--- src/rtl/alu_arbiter.sv ---
// alu_arbiter: shares one registered ALU between two valid/ready requesters.
// Round-robin arbitration by default; define ALU_ARB_FIXED_PRIO_EN to give
// requester 0 fixed priority on ties.
// The ALU result is valid one edge after the operands, so each op walks
// IDLE (handshake) -> EXEC (ALU samples) -> RESP (result returned to owner).
// Request ready and the response bundle are decoded from registered state,
// so a requester sees ready in the same cycle it raises valid and a response
// in the cycle the ALU result appears.
module alu_arbiter #(
  parameter int unsigned WIDTH = 32,
  parameter int unsigned OP_W  = 4
) (
  input  logic             clk,
  input  logic             rst,
  input  logic             req0_valid,
  output logic             req0_ready,
  input  logic [OP_W-1:0]  req0_op,
  input  logic [WIDTH-1:0] req0_a,
  input  logic [WIDTH-1:0] req0_b,
  output logic             resp0_valid,
  input  logic             resp0_ready,
  output logic [WIDTH-1:0] resp0_result,
  output logic             resp0_zero,
  input  logic             req1_valid,
  output logic             req1_ready,
  input  logic [OP_W-1:0]  req1_op,
  input  logic [WIDTH-1:0] req1_a,
  input  logic [WIDTH-1:0] req1_b,
  output logic             resp1_valid,
  input  logic             resp1_ready,
  output logic [WIDTH-1:0] resp1_result,
  output logic             resp1_zero,
  output logic [WIDTH-1:0] alu_read1,
  output logic [WIDTH-1:0] alu_read2,
  output logic [OP_W-1:0]  alu_operation,
  input  logic [WIDTH-1:0] alu_result
);

  typedef enum logic [1:0] {
    IDLE = 2'd0,
    EXEC = 2'd1,
    RESP = 2'd2
  } state_t;

  state_t           state, state_nxt;
  logic             owner, owner_nxt;
  logic             last_grant, last_grant_nxt;
  logic [WIDTH-1:0] read1_nxt, read2_nxt;
  logic [OP_W-1:0]  op_nxt;
  logic             any_req;
  logic             grant;
  logic             result_zero;

  // Pick the winner: the sole valid requester, or the tie-break on contention
  always_comb begin
    any_req = req0_valid | req1_valid;
    if (req0_valid && req1_valid) begin
`ifdef ALU_ARB_FIXED_PRIO_EN
      grant = 1'b0;
`else
      grant = ~last_grant;
`endif
    end else begin
      grant = req1_valid;
    end
  end

  // Next-state, register loads and handshake/response decode
  always_comb begin
    state_nxt      = state;
    owner_nxt      = owner;
    last_grant_nxt = last_grant;
    read1_nxt      = alu_read1;
    read2_nxt      = alu_read2;
    op_nxt         = alu_operation;
    req0_ready     = 1'b0;
    req1_ready     = 1'b0;
    resp0_valid    = 1'b0;
    resp1_valid    = 1'b0;
    resp0_result   = '0;
    resp1_result   = '0;
    resp0_zero     = 1'b0;
    resp1_zero     = 1'b0;
    result_zero    = (alu_result == '0);

    case (state)
      IDLE: begin
        // ready is held low while reset is asserted even if valid is high
        if (any_req && !rst) begin
          req0_ready     = ~grant;
          req1_ready     = grant;
          owner_nxt      = grant;
          last_grant_nxt = grant;
          read1_nxt      = grant ? req1_a  : req0_a;
          read2_nxt      = grant ? req1_b  : req0_b;
          op_nxt         = grant ? req1_op : req0_op;
          state_nxt      = EXEC;
        end
      end
      EXEC: begin
        state_nxt = RESP;
      end
      RESP: begin
        if (!owner) begin
          resp0_valid  = 1'b1;
          resp0_result = alu_result;
          resp0_zero   = result_zero;
          if (resp0_ready) state_nxt = IDLE;
        end else begin
          resp1_valid  = 1'b1;
          resp1_result = alu_result;
          resp1_zero   = result_zero;
          if (resp1_ready) state_nxt = IDLE;
        end
      end
      default: begin
        state_nxt = IDLE;
      end
    endcase
  end

  // State, ownership and ALU operand registers; reset drops any in-flight op
  always_ff @(posedge clk or posedge rst) begin
    if (rst) begin
      state         <= IDLE;
      owner         <= 1'b0;
      last_grant    <= 1'b1;
      alu_read1     <= '0;
      alu_read2     <= '0;
      alu_operation <= '0;
    end else begin
      state         <= state_nxt;
      owner         <= owner_nxt;
      last_grant    <= last_grant_nxt;
      alu_read1     <= read1_nxt;
      alu_read2     <= read2_nxt;
      alu_operation <= op_nxt;
    end
  end

endmodule

--- config.mk ---
export PLATFORM = sky130hd
export DESIGN_NAME = alu_arbiter
export DESIGN_NICKNAME = d
export VERILOG_FILES = /design/src/rtl/alu_arbiter.sv
export SDC_FILE = /design/constraint.sdc
export NUM_CORES = 1
export LEC_CHECK = 0
export CAP_MARGIN = 25
export CORE_MARGIN = 8
export CORE_UTILIZATION = 35
export DETAILED_ROUTE_END_ITERATION = 12
export GPL_ROUTABILITY_DRIVEN = 0
export PLACE_DENSITY = 0.84
export SLEW_MARGIN = 20
export SYNTH_ARGS = -nofsm -noshare
export SYNTH_HDL_FRONTEND = slang
export SYNTH_SLANG_ARGS = --single-unit
--- constraint.sdc ---
create_clock -name clk -period 4.2 [get_ports clk]
set_clock_uncertainty 0.15 [all_clocks]
set_input_delay 1.05 -clock clk [delete_from_list [all_inputs] [get_ports clk]]
set_output_delay 1.05 -clock clk [all_outputs]
set_load 0.01 [all_outputs]
==> impl_metrics.py, run 1 <==
metrics = {
    "run_status": {
        "outcome": "complete, no violations",
    },
    "timing": {
        "setup_ws_ps": 105.4,
        "slew_viol_final": 0,
        "relSlewSlack": 0.3818,
        "hold_violations": 0,
        "timing.fmax_ghz": 0.2442,
        "timing.final.setup_violations": 0,
        "fin_tns_setup_ps": 0,
        "tightest_slew_ps": 927.3,
        "post-route-min-period_ps": 4095,
        "fin_crit_sh": 0.9749,
        "rsz0062_at_grt": "no",
    },
    "routing": {
        "avgRoutedWirePerCell_um": 19.96,
        "drt-initial-drc-count": 127,
        "wl_mm": 15.51,
        "drc_errors": 0,
        "drt-met1-wl_mm": 5.696,
        "top_layer": "met4",
        "num_vias": 3745,
        "antenna_left": 0,
        "wl_met2_mm": 8.044,
        "drt_first_pass_iters": 4,
        "via_per_inst": 4.820,
        "wl_met3_mm": 1.484,
    },
    "place": {
        "portBuffers": 311,
        "hpwl_mm": 12.75,
        "pre_cts_slack_ps": 154.2,
    },
    "global_routing": {
        "antenna_found_initial": 0,
        "grt_max_degree": 73,
        "grt_pass1_wl_mm": 22.89,
        "track_usage": 0.1905,
        "grt_pass1_vias": 4120,
        "globalRoute.totalOverflow": 0,
    },
    "hold_path": {
        "hold_depth": 1,
        "hp-start": "alu_read1[4]",
        "hold_end": "alu_read1[4]",
        "hold_class": "reg -> reg",
    },
    "logic_synthesis": {
        "syn_area_per_cell_um2": 12.52,
        "synth-main-ff-cell": "dfrtp_1",
        "syn_nets": 500,
        "synth_area_leaders": "dfrtp_1 44%, mux2_2 37%, and2_1 5.1%, and3_1 4.9%, buf_6 1.9%",
        "synth.most_common_cell": "mux2_2",
        "synthArstFlopShare": 1.000,
        "synth_area_leader_cell": "dfrtp_1",
        "netlist_area_um2": 4081,
        "ys_ff_latch": 72,
        "synth_top_cell_area_share": 0.4353,
        "ys.warnings.count": 0,
        "synth_commonest_cells": "133 x mux2_2, 71 x dfrtp_1, 33 x and2_1",
        "yosysUniqueCellTypes": 21,
        "yosysSeqAreaShare": 0.4418,
        "synth_edf_count": 0,
        "syn_inst": 326,
    },
    "pwr": {
        "finalPower_mw": 4.304,
        "leakage_nw": 3.084,
        "powerDensity_nw_per_um2": 564.8,
        "peakVddDrop_uv": 317.5,
    },
    "clock_tree": {
        "htreeDepth": 3,
        "clk_latency_ps": 310,
        "numCtsBuffers": 9,
        "cts_resized": 0,
        "postCtsSetupBuffers": 0,
        "clk_pin_slew_ps": 50,
        "cts_tree": "yes",
        "holdBufCountCts": 0,
        "numClockSinks": 72,
        "cts-root-buf": "clkbuf_16",
        "clock_path_buffers": 2,
    },
    "die": {
        "die_w_um": 124.0,
        "start_util": 0.3574,
        "row_count": 39,
        "io_pins": 312,
        "coreArea_um2": 11420,
        "die_y_um": 124.0,
        "die-area_um2": 15370,
    },
    "final_layout": {
        "antenna_cells": 0,
        "fill_cells": 874,
        "final_nets": 804,
        "multi_input_area_um2": 2125,
        "regArea_um2": 1803,
        "drive_above_1_share": 0.2524,
        "area.growth.synth_to_final_pct": 86.70,
    },
    "critical_path": {
        "r2r_cells": 4,
        "cp_data_required_time_ps": 3000,
        "r2r-end": "alu_read2[11]",
        "crit_type": "in -> out",
        "crit_path_end_kind": "output pin",
        "r2r_slack_ps": 2130,
        "cp.arrival_ps": 2890,
        "r2r_start": "last_grant",
        "startpoint_type": "primary input",
        "cp_max_fo": 3,
    },
    "flow_run": {
        "maxCapViolations": 0,
    },
}
==> area by class of cell <==
type / instances / area share
flip-flops and latches: 72 / 0.2366
multi-input cells: 225 / 0.2788
inverters: 4 / 0.001970
clock inverters: 5 / 0.01067
repair buffers: 318 / 0.4171
clock buffers: 10 / 0.03136
well taps: 143 / 0.02348
==> metal layers <==
metal,global-route usage,vias up
li1,-,1776
met2,0.3291,166
met5,0,-
met1,0.2139,1780
met3,0.07616,23
met4,0.05204,0
==> where the power goes <==
part / total, mW / switching, mW / internal (mW)
Sequential: 1.28 / 0.225 / 1.05
Clock: 0.804 / 0.272 / 0.532
Combinational: 2.22 / 0.854 / 1.37
==> cell usage in the layout, fill, tap and decap left out, drive strengths merged <==
| cell | Yosys | routed |
|---|---|---|
| o21ai | 1 | 1 |
| nand2 | 2 | 2 |
| dfstp | 1 | 1 |
| nor3b | 1 | 1 |
| and3 | 32 | 32 |
| nand4 | 2 | 2 |
| and2 | 33 | 33 |
| nor3 | 2 | 2 |
| buf | 14 | 7 |
| mux2i | 1 | 1 |
| nor2b | 2 | 2 |
| inv | 4 | 4 |
| clkinvlp | 0 | 1 |
| nor4 | 9 | 9 |
| clkinv | 0 | 2 |
| mux2 | 138 | 138 |
| clkdlybuf4s50 | 0 | 311 |
| nor2 | 1 | 1 |
| dfrtp | 71 | 71 |
| bufinv | 0 | 2 |
| a21boi | 1 | 1 |
| clkbuf | 11 | 10 |
==> worst max path at each step <==
stage / to / slack [ps] / from
after floorplan: req0_ready / 960 / rst
after global placement: resp1_zero / 130 / alu_result[5]
after detailed placement: resp1_zero / 150 / alu_result[5]
after CTS: resp1_zero / 130 / alu_result[5]
after global routing: resp0_zero / 40 / alu_result[5]
final: resp1_zero / 110 / alu_result[5]
==> registers in the layout, indices dropped and copies added, names as in the netlist <==
register       cells
state              2
alu_read2         32
owner              1
alu_read1         32
last_grant         1
alu_operation      4
==> logic make-up after synthesis <==
logic type	Yosys count	synth area share
mux	139	0.3832
simple gates	84	0.1303
flops	72	0.4418
buf+inv	29	0.04169
compound gates	2	0.003065
==> critical path: stages <==
cell and delay, ps:
clkdlybuf4s50_1 450, nor4_1 350, nand4_1 220, nor3_1 230, clkdlybuf4s50_1 590
==> through the flow <==
step	hold WS [ps]	util	cell area, um^2	std cells
after CTS	349.5	0.6673	7620	777
after global routing	359.9	0.6673	7620	777
after detailed placement	336.8	0.6393	7300	762
after global placement	321.5	0.6393	7300	762
after floorplan	360.5	-	4081	326
final	341.8	0.6673	7620	777
No activity file was read; power rests on OpenSTA's default activity.
==> run 2: changes to the inputs <==
Settings changed: CORE_UTILIZATION 35 to 31, PLACE_DENSITY 0.84 to 0.79.
Clock period 4.2 ns to 3.3 ns, I/O delays scaled along.
==> run 2 against run 1 <==
  * Global-route usage down 1.5 points
  * Routed wire length grew 2.4%
  * Sequential share of layout area fell by 0.63 points
  * Count of clock-buffer cells in the layout is 4 higher
  * Highest routed layer unchanged
  * Non-clock buffer count grew 19
  * Die area rose by 11%
  * Sequential power rose by 23%
  * Hold slack got worse by 3.8 ps
  * Clock power increased by 18%
  * Combinational power rose by 31%
  * Total power increased by 26%
  * Utilization fell by 6.7 points
==> impl_metrics.py, run 2 (synthesis gave the netlist of run 1 again) <==
metrics = {
    "run_status": {
        "outcome": "complete, no violations",
    },
    "pwr": {
        "pwr-share-clk": 0.175,
        "peakVddDrop_uv": 381.8,
        "intPower_mw": 3.715,
        "powerDensity_nw_per_um2": 693.2,
        "p_sw_mw": 1.712,
        "power_frac_seq": 0.291,
        "combPwrFrac": 0.534,
        "swShare": 0.3155,
        "leakage_nw": 3.225,
        "finalPower_mw": 5.427,
    },
    "critical_path": {
        "crit_path_end_kind": "output pin",
        "cp_max_fo": 2,
        "cp_data_required_time_ps": 2320,
        "startpoint_type": "primary input",
        "crit_type": "in -> out",
        "cp.arrival_ps": 2270,
        "r2r_cells": 3,
    },
    "flow_run": {
        "maxCapViolations": 0,
    },
    "final_layout": {
        "antenna_cells": 0,
        "reg_top3": "alu_read1 (32), alu_read2 (32), alu_operation (4)",
        "final_cells": 830,
        "final_nets": 823,
        "final_common_cell": "clkdlybuf4s50_1",
        "drive_above_1_share": 0.2829,
        "final_cell_mix": "302 x clkdlybuf4s50_1, 133 x mux2_2, 71 x dfrtp_1",
        "area.growth.synth_to_final_pct": 91.81,
    },
    "global_routing": {
        "grt_pass1_wl_mm": 23.27,
        "track_usage": 0.1757,
        "globalRoute.totalOverflow": 0,
        "grt_pass1_vias": 4246,
        "antenna_found_initial": 0,
        "grt_max_degree": 72,
    },
    "die": {
        "die_w_um": 130.7,
        "row_count": 42,
        "coreArea_um2": 13030,
        "io_pins": 312,
        "start_util": 0.3132,
        "die_y_um": 130.7,
        "die-area_um2": 17090,
    },
    "routing": {
        "avgRoutedWirePerCell_um": 19.14,
        "drt_first_pass_iters": 4,
        "drc_errors": 0,
        "antenna_left": 0,
        "via_per_inst": 4.683,
        "num_vias": 3887,
        "drt-initial-drc-count": 114,
        "wl_mm": 15.89,
    },
    "timing": {
        "fin_crit_sh": 0.9827,
        "relSlewSlack": 0.4042,
        "timing.final.setup_violations": 0,
        "hold_violations": 0,
        "tightest_slew_ps": 893.6,
        "timing.fmax_ghz": 0.3084,
        "post-route-min-period_ps": 3243,
        "slew_viol_final": 0,
        "whs_ps": 338.0,
    },
    "clock_tree": {
        "cts_tree": "yes",
        "clk_latency_ps": 320,
        "htreeDepth": 3,
        "clock_path_buffers": 2,
        "holdBufCountCts": 0,
        "numClockSinks": 72,
        "cts-root-buf": "clkbuf_16",
        "numCtsBuffers": 9,
        "clk_pin_slew_ps": 50,
    },
    "place": {
        "hpwl_mm": 12.92,
        "place_inst": 812,
        "portBuffers": 311,
    },
    "hold_path": {
        "hold_class": "reg -> reg",
        "hold_depth": 1,
    },
}
## run 2: power groups by stage
stage | registers [mW] | logic [mW] | clock network [mW]
2_1_floorplan | 1.77 | 1.08 | 0
3_3_place_gp | 1.56 | 2.89 | 0
3_5_place_dp | 1.59 | 2.93 | 0
4_1_cts | 1.59 | 2.94 | 0.983
5_1_grt | 1.65 | 3.09 | 1.02
6_report | 1.58 | 2.90 | 0.950
## run 2: worst paths after layout
| path | start | slack [ps] | end |
|---|---|---|---|
| worst min-delay path | alu_read1[6] | 340 | alu_read1[6] |
| min in group asynchronous | rst | 910 | state[1] |
| worst max register to register | state[0] | 1070 | alu_read2[16] |
| max in group asynchronous | rst | 1260 | alu_read1[13] |
| worst max-delay path | alu_result[8] | 60 | resp0_zero |
| worst min register to register | alu_read1[6] | 340 | alu_read1[6] |
## run 2: timing repair
| item | CTS | global route |
|---|---|---|
| gates resized for setup | 9 | 11 |
| pin swaps | 3 | 5 |
| endpoints found under the setup margin | 4 | 2 |
| hold endpoints to repair | 0 | 0 |
| setup buffers | 1 | 1 |
## run 2: metal layers
| layer | share of wire | global-route usage | vias up |
|---|---|---|---|
| met5 | 0 | 0 | - |
| met4 | 0.030 | 0.07765 | 0 |
| met3 | 0.057 | 0.03937 | 37 |
| met2 | 0.53 | 0.3077 | 138 |
| met1 | 0.38 | 0.2012 | 1894 |
| li1 | - | - | 1818 |
## run 2: cell type report
type                       count  area (um^2)
tap                          176        220.2
clock inverter                 2        38.79
multi-input combinational    225         2173
sequential                    72         1803
timing repair buffer         337         3324
clock buffer                  14        254.0
inverter                       4        15.01
fill                        1079         5204
## run 2: worst max-delay path, stage by stage
cell and delay, ps:
clkdlybuf4s50_1 440, nor4_2 350, nand4_1 200, nor3_1 160
dlygate4sd2_1 290
## run 2: metrics by stage
step | setup slack (ps) | utilization | instance area [um^2] | setup TNS, ps
after floorplan | 501.7 | - | 4081 | 0
after global routing | -13.61 | 0.6007 | 7829 | -27.01
after CTS | 52.08 | 0.5964 | 7772 | 0
final | 57.10 | 0.6007 | 7829 | 0
after detailed placement | -266.3 | 0.5731 | 7468 | -557.1
after global placement | -233.6 | 0.5731 | 7468 | -495.9
==> run 3: changes to the inputs <==
Settings changed: CORE_AREA from default to 4 4 120 122, CORE_MARGIN 8 to default, CORE_UTILIZATION 31 to default, DIE_AREA from default to 0 0 124 126, PLACE_DENSITY 0.79 to 0.75.
Clock period 3.3 ns to 4 ns, I/O delays scaled along.
==> run 3 against run 2 <==
  * Utilization shrank 2.0 points
  * Hold slack better by 1.6 ps
  * Count of clock-buffer cells in the layout down 4
  * Register-to-register slack better by 680 ps
  * Sequential share of layout area grew 0.51 points
  * Via count down 2.5%
  * Design area fell by 2.2%
  * Cell count shrank 2.3%
  * Non-clock buffer count is 19 lower
  * Worst setup slack got worse by 3.5 ps
  * Sequential cell count is the same
==> impl_metrics.py, run 3 (synthesis gave the netlist of run 1 again) <==
metrics = {
    "routing": {
        "num_vias": 3788,
        "drt-initial-drc-count": 167,
        "antenna_left": 0,
        "wl_mm": 14.64,
        "drc_errors": 0,
        "avgRoutedWirePerCell_um": 18.05,
        "via_per_inst": 4.671,
        "drt_first_pass_iters": 4,
    },
    "global_routing": {
        "track_usage": 0.1801,
        "grt_pass1_wl_mm": 21.89,
        "globalRoute.totalOverflow": 0,
        "grt_pass1_vias": 4102,
        "antenna_found_initial": 0,
        "grt_max_degree": 72,
    },
    "timing": {
        "fin_tns_setup_ps": 0,
        "fin_crit_sh": 0.9866,
        "timing.final.setup_violations": 0,
        "tightest_slew_ps": 894.4,
        "whs_ps": 339.6,
        "relSlewSlack": 0.4038,
        "post-route-min-period_ps": 3946,
        "slew_viol_final": 0,
        "rsz0062_at_grt": "no",
        "hold_violations": 0,
        "timing.fmax_ghz": 0.2534,
    },
    "place": {
        "hpwl_mm": 11.62,
        "portBuffers": 311,
    },
    "critical_path": {
        "crit_path_end_kind": "output pin",
        "startpoint_type": "primary input",
        "startpoint": "alu_result[4]",
        "cp.arrival_ps": 2800,
        "cp_max_fo": 3,
        "r2r_start": "state[0]",
        "crit_slowest_cell": "clkdlybuf4s50_1",
        "crit_chain": "clkdlybuf4s50_1 > nor4_1 > nand4_1 > nor3_1 > clkdlybuf4s50_1",
        "max_stage_delay_ps": 570,
        "crit_type": "in -> out",
        "cp_data_required_time_ps": 2850,
        "crit_top_cell": "clkdlybuf4s50_1",
    },
    "final_layout": {
        "fin_util": 0.5806,
        "regArea_um2": 1803,
        "reg_top3": "alu_read1 (32), alu_read2 (32), alu_operation (4)",
        "final_common_cell": "clkdlybuf4s50_1",
        "fill_cells": 1131,
        "final_nets": 804,
        "multi_input_area_um2": 2142,
        "antenna_cells": 0,
        "final_cell_mix": "311 x clkdlybuf4s50_1, 133 x mux2_2, 71 x dfrtp_1",
        "drive_above_1_share": 0.2567,
        "area.growth.synth_to_final_pct": 87.65,
    },
    "pwr": {
        "peakVddDrop_uv": 470.9,
        "leakage_nw": 3.082,
        "finalPower_mw": 4.491,
        "powerDensity_nw_per_um2": 586.4,
    },
    "hold_path": {
        "hold_class": "reg -> reg",
        "hp-start": "alu_read1[7]",
    },
    "clock_tree": {
        "cts_tree": "yes",
        "cts-root-buf": "clkbuf_16",
        "htreeDepth": 3,
        "clock_path_buffers": 2,
        "numCtsBuffers": 9,
        "clk_latency_ps": 330,
        "numClockSinks": 72,
        "clk_pin_slew_ps": 50,
    },
    "flow_run": {
        "maxCapViolations": 0,
    },
    "die": {
        "die_y_um": 126,
        "io_pins": 312,
        "die_w_um": 124,
        "coreArea_um2": 13190,
        "row_count": 42,
        "start_util": 0.3094,
        "die-area_um2": 15620,
    },
    "run_status": {
        "outcome": "complete, no violations",
    },
}
==> run 3: worst max-delay path, delay by kind of cell <==
kind	cells	cell delay [ps]
and+or+nand+nor	3	760
buffers and inverters	2	1040
==> run 3: area by class of cell <==
cell class                 instances  share of cell area
tap                              176             0.02875
multi-input combinational        225              0.2797
inverter                           4            0.001960
sequential                        72              0.2354
clock inverter                     6             0.01095
clock buffer                      10             0.02990
timing repair buffer             318              0.4133
==> run 3: power breakdown <==
group / switching [mW] / internal (mW)
combinational: 0.909 / 1.44
clock: 0.296 / 0.543
sequential: 0.197 / 1.10
==> run 3: worst paths after layout <==
path,end,slack (ps),depth (start not counted)
max in group asynchronous,alu_read2[19],2010,3
min,alu_read1[7],340,1
max,resp0_zero,50,5
min reg2reg,alu_read1[7],340,1
min in group asynchronous,alu_read1[29],940,2
max reg2reg,alu_read2[9],1750,3
==> run 3: routing by layer <==
metal,share of wire,track usage,wire length [um]
met5,0,0,0
met4,0.024,0.06121,347
met3,0.094,0.07489,1376
met2,0.51,0.3023,7398
met1,0.38,0.2056,5515
==> run 3: metrics by stage <==
| stage | setup slack, ps | std cells | cell area (um^2) |
|---|---|---|---|
| after floorplan | 862.2 | 326 | 4081 |
| after global placement | 102.4 | 795 | 7328 |
| after detailed placement | 65.80 | 795 | 7328 |
| after CTS | 59.37 | 811 | 7641 |
| after global routing | 1.066 | 811 | 7659 |
| final | 53.61 | 811 | 7659 |
==> run 3: repair_timing <==
action,in CTS,in global routing
setup buffers,0,0
hold buffers,0,0
resized for setup,0,3
setup endpoints to repair,0,2
